<file path="src/rtl/alu_seq_pkg.sv">
// Shared types and constants for the ALU operand sequencer.
package alu_seq_pkg;

    typedef enum logic [2:0] {
        S_OP,
        S_A,
        S_B,
        S_EXEC,
        S_OUT
    } state_e;

    localparam logic [3:0] OP_ADD = 4'd0;
    localparam logic [3:0] OP_SUB = 4'd1;
    localparam logic [3:0] OP_DIV = 4'd2;
    localparam logic [3:0] OP_MOD = 4'd3;
    localparam logic [3:0] OP_SQR = 4'd4;
    localparam logic [3:0] OP_AND = 4'd5;
    localparam logic [3:0] OP_OR  = 4'd6;
    localparam logic [3:0] OP_NOT = 4'd7;

    localparam int unsigned SETTLE_MIN = 1;
    localparam int unsigned SETTLE_MAX = 15;
    localparam int unsigned CNT_W      = $clog2(SETTLE_MAX + 1);

endpackage

</file>
<file path="src/rtl/alu_sequencer.sv">
// Collects opcode/A/B bytes, drives an external ALU, waits SETTLE_CYCLES, returns the result.
// Optional divide/modulus-by-zero flagging is enabled by defining ALU_SEQ_DIVZERO_CHECK_EN.
module alu_sequencer
    import alu_seq_pkg::*;
#(
    parameter int unsigned SETTLE_CYCLES = 1
) (
    input  logic        clk,
    input  logic        rst,
    input  logic        in_valid,
    input  logic [7:0]  in_data,
    output logic        in_ready,
    output logic [7:0]  alu_a,
    output logic [7:0]  alu_b,
    output logic [3:0]  alu_op,
    input  logic [15:0] alu_result,
    output logic        out_valid,
    output logic [15:0] out_data,
    output logic        out_err,
    input  logic        out_ready,
    output logic        busy
);

    localparam logic [CNT_W-1:0] CNT_LAST = CNT_W'(SETTLE_CYCLES - 1);

    state_e            state_q;
    logic [7:0]        a_q;
    logic [7:0]        b_q;
    logic [3:0]        op_q;
    logic [CNT_W-1:0]  cnt_q;
    logic [15:0]       data_q;
    logic              valid_q;
    logic              unused_opcode_hi;

    assign unused_opcode_hi = ^in_data[7:4];

`ifdef ALU_SEQ_DIVZERO_CHECK_EN
    logic err_q;
    assign out_err = err_q;
`else
    assign out_err = 1'b0;
`endif

    always_ff @(posedge clk or posedge rst) begin
        if (rst) begin
            state_q <= S_OP;
            a_q     <= '0;
            b_q     <= '0;
            op_q    <= '0;
            cnt_q   <= '0;
            data_q  <= '0;
            valid_q <= 1'b0;
`ifdef ALU_SEQ_DIVZERO_CHECK_EN
            err_q   <= 1'b0;
`endif
        end else begin
            case (state_q)
                S_OP: if (in_valid) begin
                    op_q    <= in_data[3:0];
                    state_q <= S_A;
                end
                S_A: if (in_valid) begin
                    a_q     <= in_data;
                    state_q <= S_B;
                end
                S_B: if (in_valid) begin
                    b_q     <= in_data;
                    cnt_q   <= '0;
                    state_q <= S_EXEC;
                end
                S_EXEC: begin
                    if (cnt_q == CNT_LAST) begin
`ifdef ALU_SEQ_DIVZERO_CHECK_EN
                        if ((op_q == OP_DIV || op_q == OP_MOD) && b_q == '0) begin
                            data_q <= '0;
                            err_q  <= 1'b1;
                        end else begin
                            data_q <= alu_result;
                            err_q  <= 1'b0;
                        end
`else
                        data_q <= alu_result;
`endif
                        valid_q <= 1'b1;
                        state_q <= S_OUT;
                    end else begin
                        cnt_q <= cnt_q + 1'b1;
                    end
                end
                S_OUT: if (out_ready) begin
                    valid_q <= 1'b0;
                    state_q <= S_OP;
                end
                default: state_q <= S_OP;
            endcase
        end
    end

    // Handshake flags decode directly from the registered state.
    assign in_ready  = (state_q == S_OP) || (state_q == S_A) || (state_q == S_B);
    assign busy      = (state_q != S_OP);
    assign alu_a     = a_q;
    assign alu_b     = b_q;
    assign alu_op    = op_q;
    assign out_valid = valid_q;
    assign out_data  = data_q;

endmodule

</file>
<file path="config.mk">
export PLATFORM = sky130hd
export DESIGN_NAME = alu_sequencer
export DESIGN_NICKNAME = d
export VERILOG_FILES = /design/src/rtl/alu_seq_pkg.sv /design/src/rtl/alu_sequencer.sv
export SDC_FILE = /design/constraint.sdc
export NUM_CORES = 1
export LEC_CHECK = 0
export ABC_CLOCK_PERIOD_IN_PS = 1920
export BUFFER_PORTS_ARGS = -buffer_cell sky130_fd_sc_hd__buf_4
export CORE_UTILIZATION = 38
export DETAILED_ROUTE_END_ITERATION = 12
export PLACE_DENSITY = 0.72
export SLEW_MARGIN = 20
export SYNTH_ARGS = -nofsm -noshare
export SYNTH_HDL_FRONTEND = slang
export SYNTH_SLANG_ARGS = --single-unit
</file>
<file path="constraint.sdc">
create_clock -name clk -period 1.92 [get_ports clk]
set_input_delay 0.192 -clock clk [delete_from_list [all_inputs] [get_ports clk]]
set_output_delay 0.192 -clock clk [all_outputs]
set_load 0.02 [all_outputs]
</file>
Yosys cells after proc, flatten, opt, wreduce, memory -nomap -nowiden
Cells that the tools add are included.
{"block": "op_classes", "mux": 12, "n_reduce_logical": 14, "add_sub_neg": 1, "eq_ne": 10}
{"op": "2-to-1 mux 3 bit", "count": 5}
{"op": "case mux 3 bit (5 select lines)", "count": 1}
{"op": "inequality test 2 bit, second input constant", "count": 6}
{"op": "2-to-1 mux 4 bit", "count": 2}
{"op": "case mux 4 bit (2 select lines)", "count": 1}
{"op": "AND reduction 2 bit", "count": 4}
{"op": "== test 3 x 2 -> 1 bit, second input constant", "count": 2}
{"op": "AND reduction 3 bit", "count": 2}
{"op": "AND reduction 5 bit", "count": 1}
{"op": "adder 4 x 1 -> 4 bit, second input constant", "count": 1}
{"op": "logical NOT 4 bit", "count": 1}
{"op": "nonzero test 2 bit", "count": 2}
{"op": "== test 3 x 1 -> 1 bit, second input constant", "count": 1}
{"op": "== test 3 bit, second input constant", "count": 1}
{"op": "logical NOT 3 bit", "count": 1}
{"op": "nonzero test 3 bit", "count": 1}
{"op": "logical OR 1 bit", "count": 2}
{"op": "2-to-1 mux 1 bit", "count": 2}
{"op": "case mux 1 bit (2 select lines)", "count": 1}
{"block": "totals", "inputBits": 28, "out_inout_bits": 40, "ff_bits": 44, "elab_cells": 44}

Logic depth before layout (Yosys ltp)
{"block": "depth", "ltp_word": 3, "depth_mapped": 6}

Worst setup path before layout
No wires, ideal clock.
{"block": "synth_timing", "path_kind": "register to register", "from": "register cnt_q[0]", "to": "register data_q[0] (netlist: out_data[0])", "arrival_ns": 1.817, "slack_ns": -0.021, "path_stages_with_launch": 7, "setup_time_ns": 0.125, "n_path_buf": 1, "synth_period_minus_slack_ns": 1.941, "path_cell_list": "dfrtp_1 -> inv_1 -> ha_1 -> or3b_4 -> nor3_4 -> buf_8 -> mux2_2"}
{"block": "synth_between", "elab_chain_cells": 2}
{"element": "start: declaration", "line_no": "alu_sequencer.sv:30", "source": "logic [CNT_W-1:0] cnt_q;"}
{"element": "start signal: assignment", "line_no": "alu_sequencer.sv:87", "source": "cnt_q <= cnt_q + 1'b1;"}
{"element": "logical NOT 4 bit", "line_no": "alu_sequencer.sv:72", "source": "if (cnt_q == CNT_LAST) begin"}
{"element": "AND reduction 2 bit (no line)"}
{"element": "end signal: assignment", "line_no": "alu_sequencer.sv:82", "source": "data_q <= alu_result;"}
{"element": "end: declaration", "line_no": "alu_sequencer.sv:31", "source": "logic [15:0] data_q;"}
No other way between the ends.
A chain may end at the register's enable or synchronous reset.

Final worst setup path
{"block": "layout_timing", "from": "register cnt_q[1]", "to": "register data_q[10] (netlist: out_data[10])"}
Same word-level chain as after synthesis.

==> out/metrics.cfg <==
[global_routing]
grt.total_usage_pct = 16.0
grt_pass1_wl_um = 6330
gr-total-overflow = 0
grt_max_degree = 45
antenna_found_initial = 0
grt_pass1_vias = 1328

[critical_path]
r2r_start = cnt_q[1]
cp_max_fo = 17
arrival_ps = 2000
critical_path.slowest_cell = dfrtp_1
crit_type = flip-flop to flip-flop
critPathLaunchType = flip-flop
crit_chain = inv_1, ha_1, or3b_4, nor3_4, buf_12, mux2_2
critPathRequiredTime_ps = 2100
cp_slowest_stage_delay_ps = 400
startpoint = cnt_q[1]
cp_top_family = simple AND/OR/NAND/NOR gates
path_buf_inv = 2
end_kind = flip-flop

[route]
wl_um = 3770
vias_per_cell = 4.75
drt_iter0_drc = 51
vias = 1305
drtPass1Iterations = 4
wire_per_inst_um = 13.7
postRouteAntennaNets = 0
drc = 0

[cts]
ctsResizeCount = 0
postCtsSetupBuffers = 0
cts_buffer_depth = 2
cts_tree = built
ctsHoldBuffers = 0
cts_sinks = 44
h-tree-depth = 2
cts_root_buf = clkbuf_8
path_clk_slew_ps = 80
clk_latency_ps = 290
numCtsBuffers = 5

[logic_synthesis]
seq_area_frac_synth_pct = 59.7
synth_top_area_cell = dfrtp_1
synth_cell_type_count = 29
synthTopCellsByArea = dfrtp_1 60%, mux2_2 18%, nand2_1 5.9%
syn_nets = 177
syn-cell-area_mm2 = 0.00185
ys_warn_count = 0
yosys.area.top_type_share_pct = 59.7
syn_avg_cell_area_um2 = 12.6
ys_ff_latch = 44
netlist_instances = 147

[place]
placement.io_buffers = 66
dp.cells = 267
hpwl_um = 2770
placed_area_mm2 = 0.00244
place.gp.congestion = 0.790

[worst_hold_path]
hp-class = primary input to async pin

[sta]
grt_setup_unrepaired = false
fmax_mhz = 550
fin_crit_sh_pct = 94.8
slew_headroom_pct = 63.1
final_hold_viol_count = 0
setup_viol = 0
skew_ps = 4.86
fin_crit_ps = 1820
drv_slew = 0
worst_pin_slew_ps = 553
timing.setup.tns_ps = 0

[layout]
fin_cells = 275
fin_nets = 252
area_growth_pct = 40.9
design_area_mm2 = 0.00260
layout-drive-gt1-share_pct = 52.0
diodes = 0
fin_util_pct = 57.8

[power_and_ir_drop]
peakVddDrop_uv = 919
leakagePower_nw = 1.26
cellPowerDensity_mw_per_mm2 = 1900
p_total_mw = 4.94

[floorplan]
dieArea_mm2 = 0.00514
die_w_um = 71.7
fp.dieH_um = 71.7
core_area_mm2 = 0.00450
rows = 24
io_pins = 68
initial_core_util_pct = 41.0

[run]
cap_violations = 0

[run_status]
outcome = completed

report_power, final:
group          switching (mW)  internal, mW  total, mW
sequential              0.291          1.38       1.67
clock                   0.311         0.650      0.962
combinational            1.15          1.16       2.31
total                    1.76          3.19       4.94
cell usage in the layout (no fill, tap or decap):
cell,instances
buf_4,74
dfrtp_1,44
mux2_2,30
nand2_1,29
clkbuf_8,5
inv_1,4
a21oi_1,3
mux2i_1,3
o21ai_0,3
bufinv_16,3
nand3_1,2
nand2b_1,2
nor3_1,2
nor2_1,2
ha_1,2
or3b_4,1
nand4bb_1,1
nor3b_1,1
nor4bb_1,1
nor4b_1,1
a31oi_1,1
nor3_4,1
xor2_1,1
or3_1,1
clkinv_1,1
nor4_1,1
or2_2,1
nand3b_1,1
conb_1,1
buf_12,1
Yosys cell counts:
cell	n
nand3_1	2
buf_2	2
nor3b_1	1
nand3b_1	1
nor4_1	1
or3_1	1
or3b_4	1
nor4bb_1	1
nor3_4	1
conb_1	1
nand2_1	29
o21ai_0	3
buf_4	1
dfrtp_1	44
buf_8	1
xor2_1	1
mux2_2	30
nor4b_1	1
a21oi_1	3
nand2b_1	2
a31oi_1	1
ha_1	2
nor3_1	2
clkbuf_1	3
inv_1	5
nor2_1	2
or2_2	1
nand4bb_1	1
mux2i_1	3
routing by layer:
layer  GRT usage [%]  vias up  part of all wire, %
met3            3.52        4                  2.6
li1                -      642                    -
met5               0        -                    0
met4            5.88        0                  1.3
met1            20.9      631                   45
met2            26.2       28                   51
kinds of logic (layout without fill, tap and decap cells):
| kind of cell | count (synthesis) | in the layout | synth area share (%) |
|---|---|---|---|
| xor+xnor | 1 | 1 | 0.475 |
| simple gates | 47 | 47 | 13.0 |
| compound gates | 7 | 7 | 1.97 |
| fa+ha+maj | 2 | 2 | 1.36 |
| other cells | 1 | 1 | 0.203 |
| mux | 33 | 33 | 19.9 |
| buf+inv | 12 | 88 | 3.39 |
| flops | 44 | 44 | 59.7 |
registers in the layout, summed over array words and instances, names as in the netlist:
register / flops
state_q: 3
out_data: 16
alu_op: 4
out_valid: 1
alu_b: 8
alu_a: 8
cnt_q: 4
worst paths after layout:
path	end	slack (ps)	depth (start not counted)
setup / recovery	out_data[10]	100	6
setup reg to reg	out_data[10]	100	6
hold / removal	out_data[4]	30	3
min in group clk	alu_b[6]	100	3
hold reg to reg	alu_b[0]	490	2
max in group asynchronous	alu_a[7]	1510	3
tightest hold or removal path, stage by stage:
cell      delay [ps]
buf_4            110
clkinv_1          30
buf_4            460
final cells by class:
type	instances	area (µm²)
well taps	52	65.1
fillers	390	1900
repair buffers	75	576
multi-input cells	91	682
clock buffers	5	68.8
inverters	5	18.8
flip-flops and latches	44	1100
clock inverters	3	90.1
stage by stage:
stage / hold slack, ps / setup WS, ps
global route: 66.8 / 0.785
floorplan: 297 / 27.8
finish: 32.7 / 101
global placement: 366 / 149
CTS: 44.5 / 93.0
detailed placement: 364 / 119
Note: power is estimated with default switching activity, not from simulation.
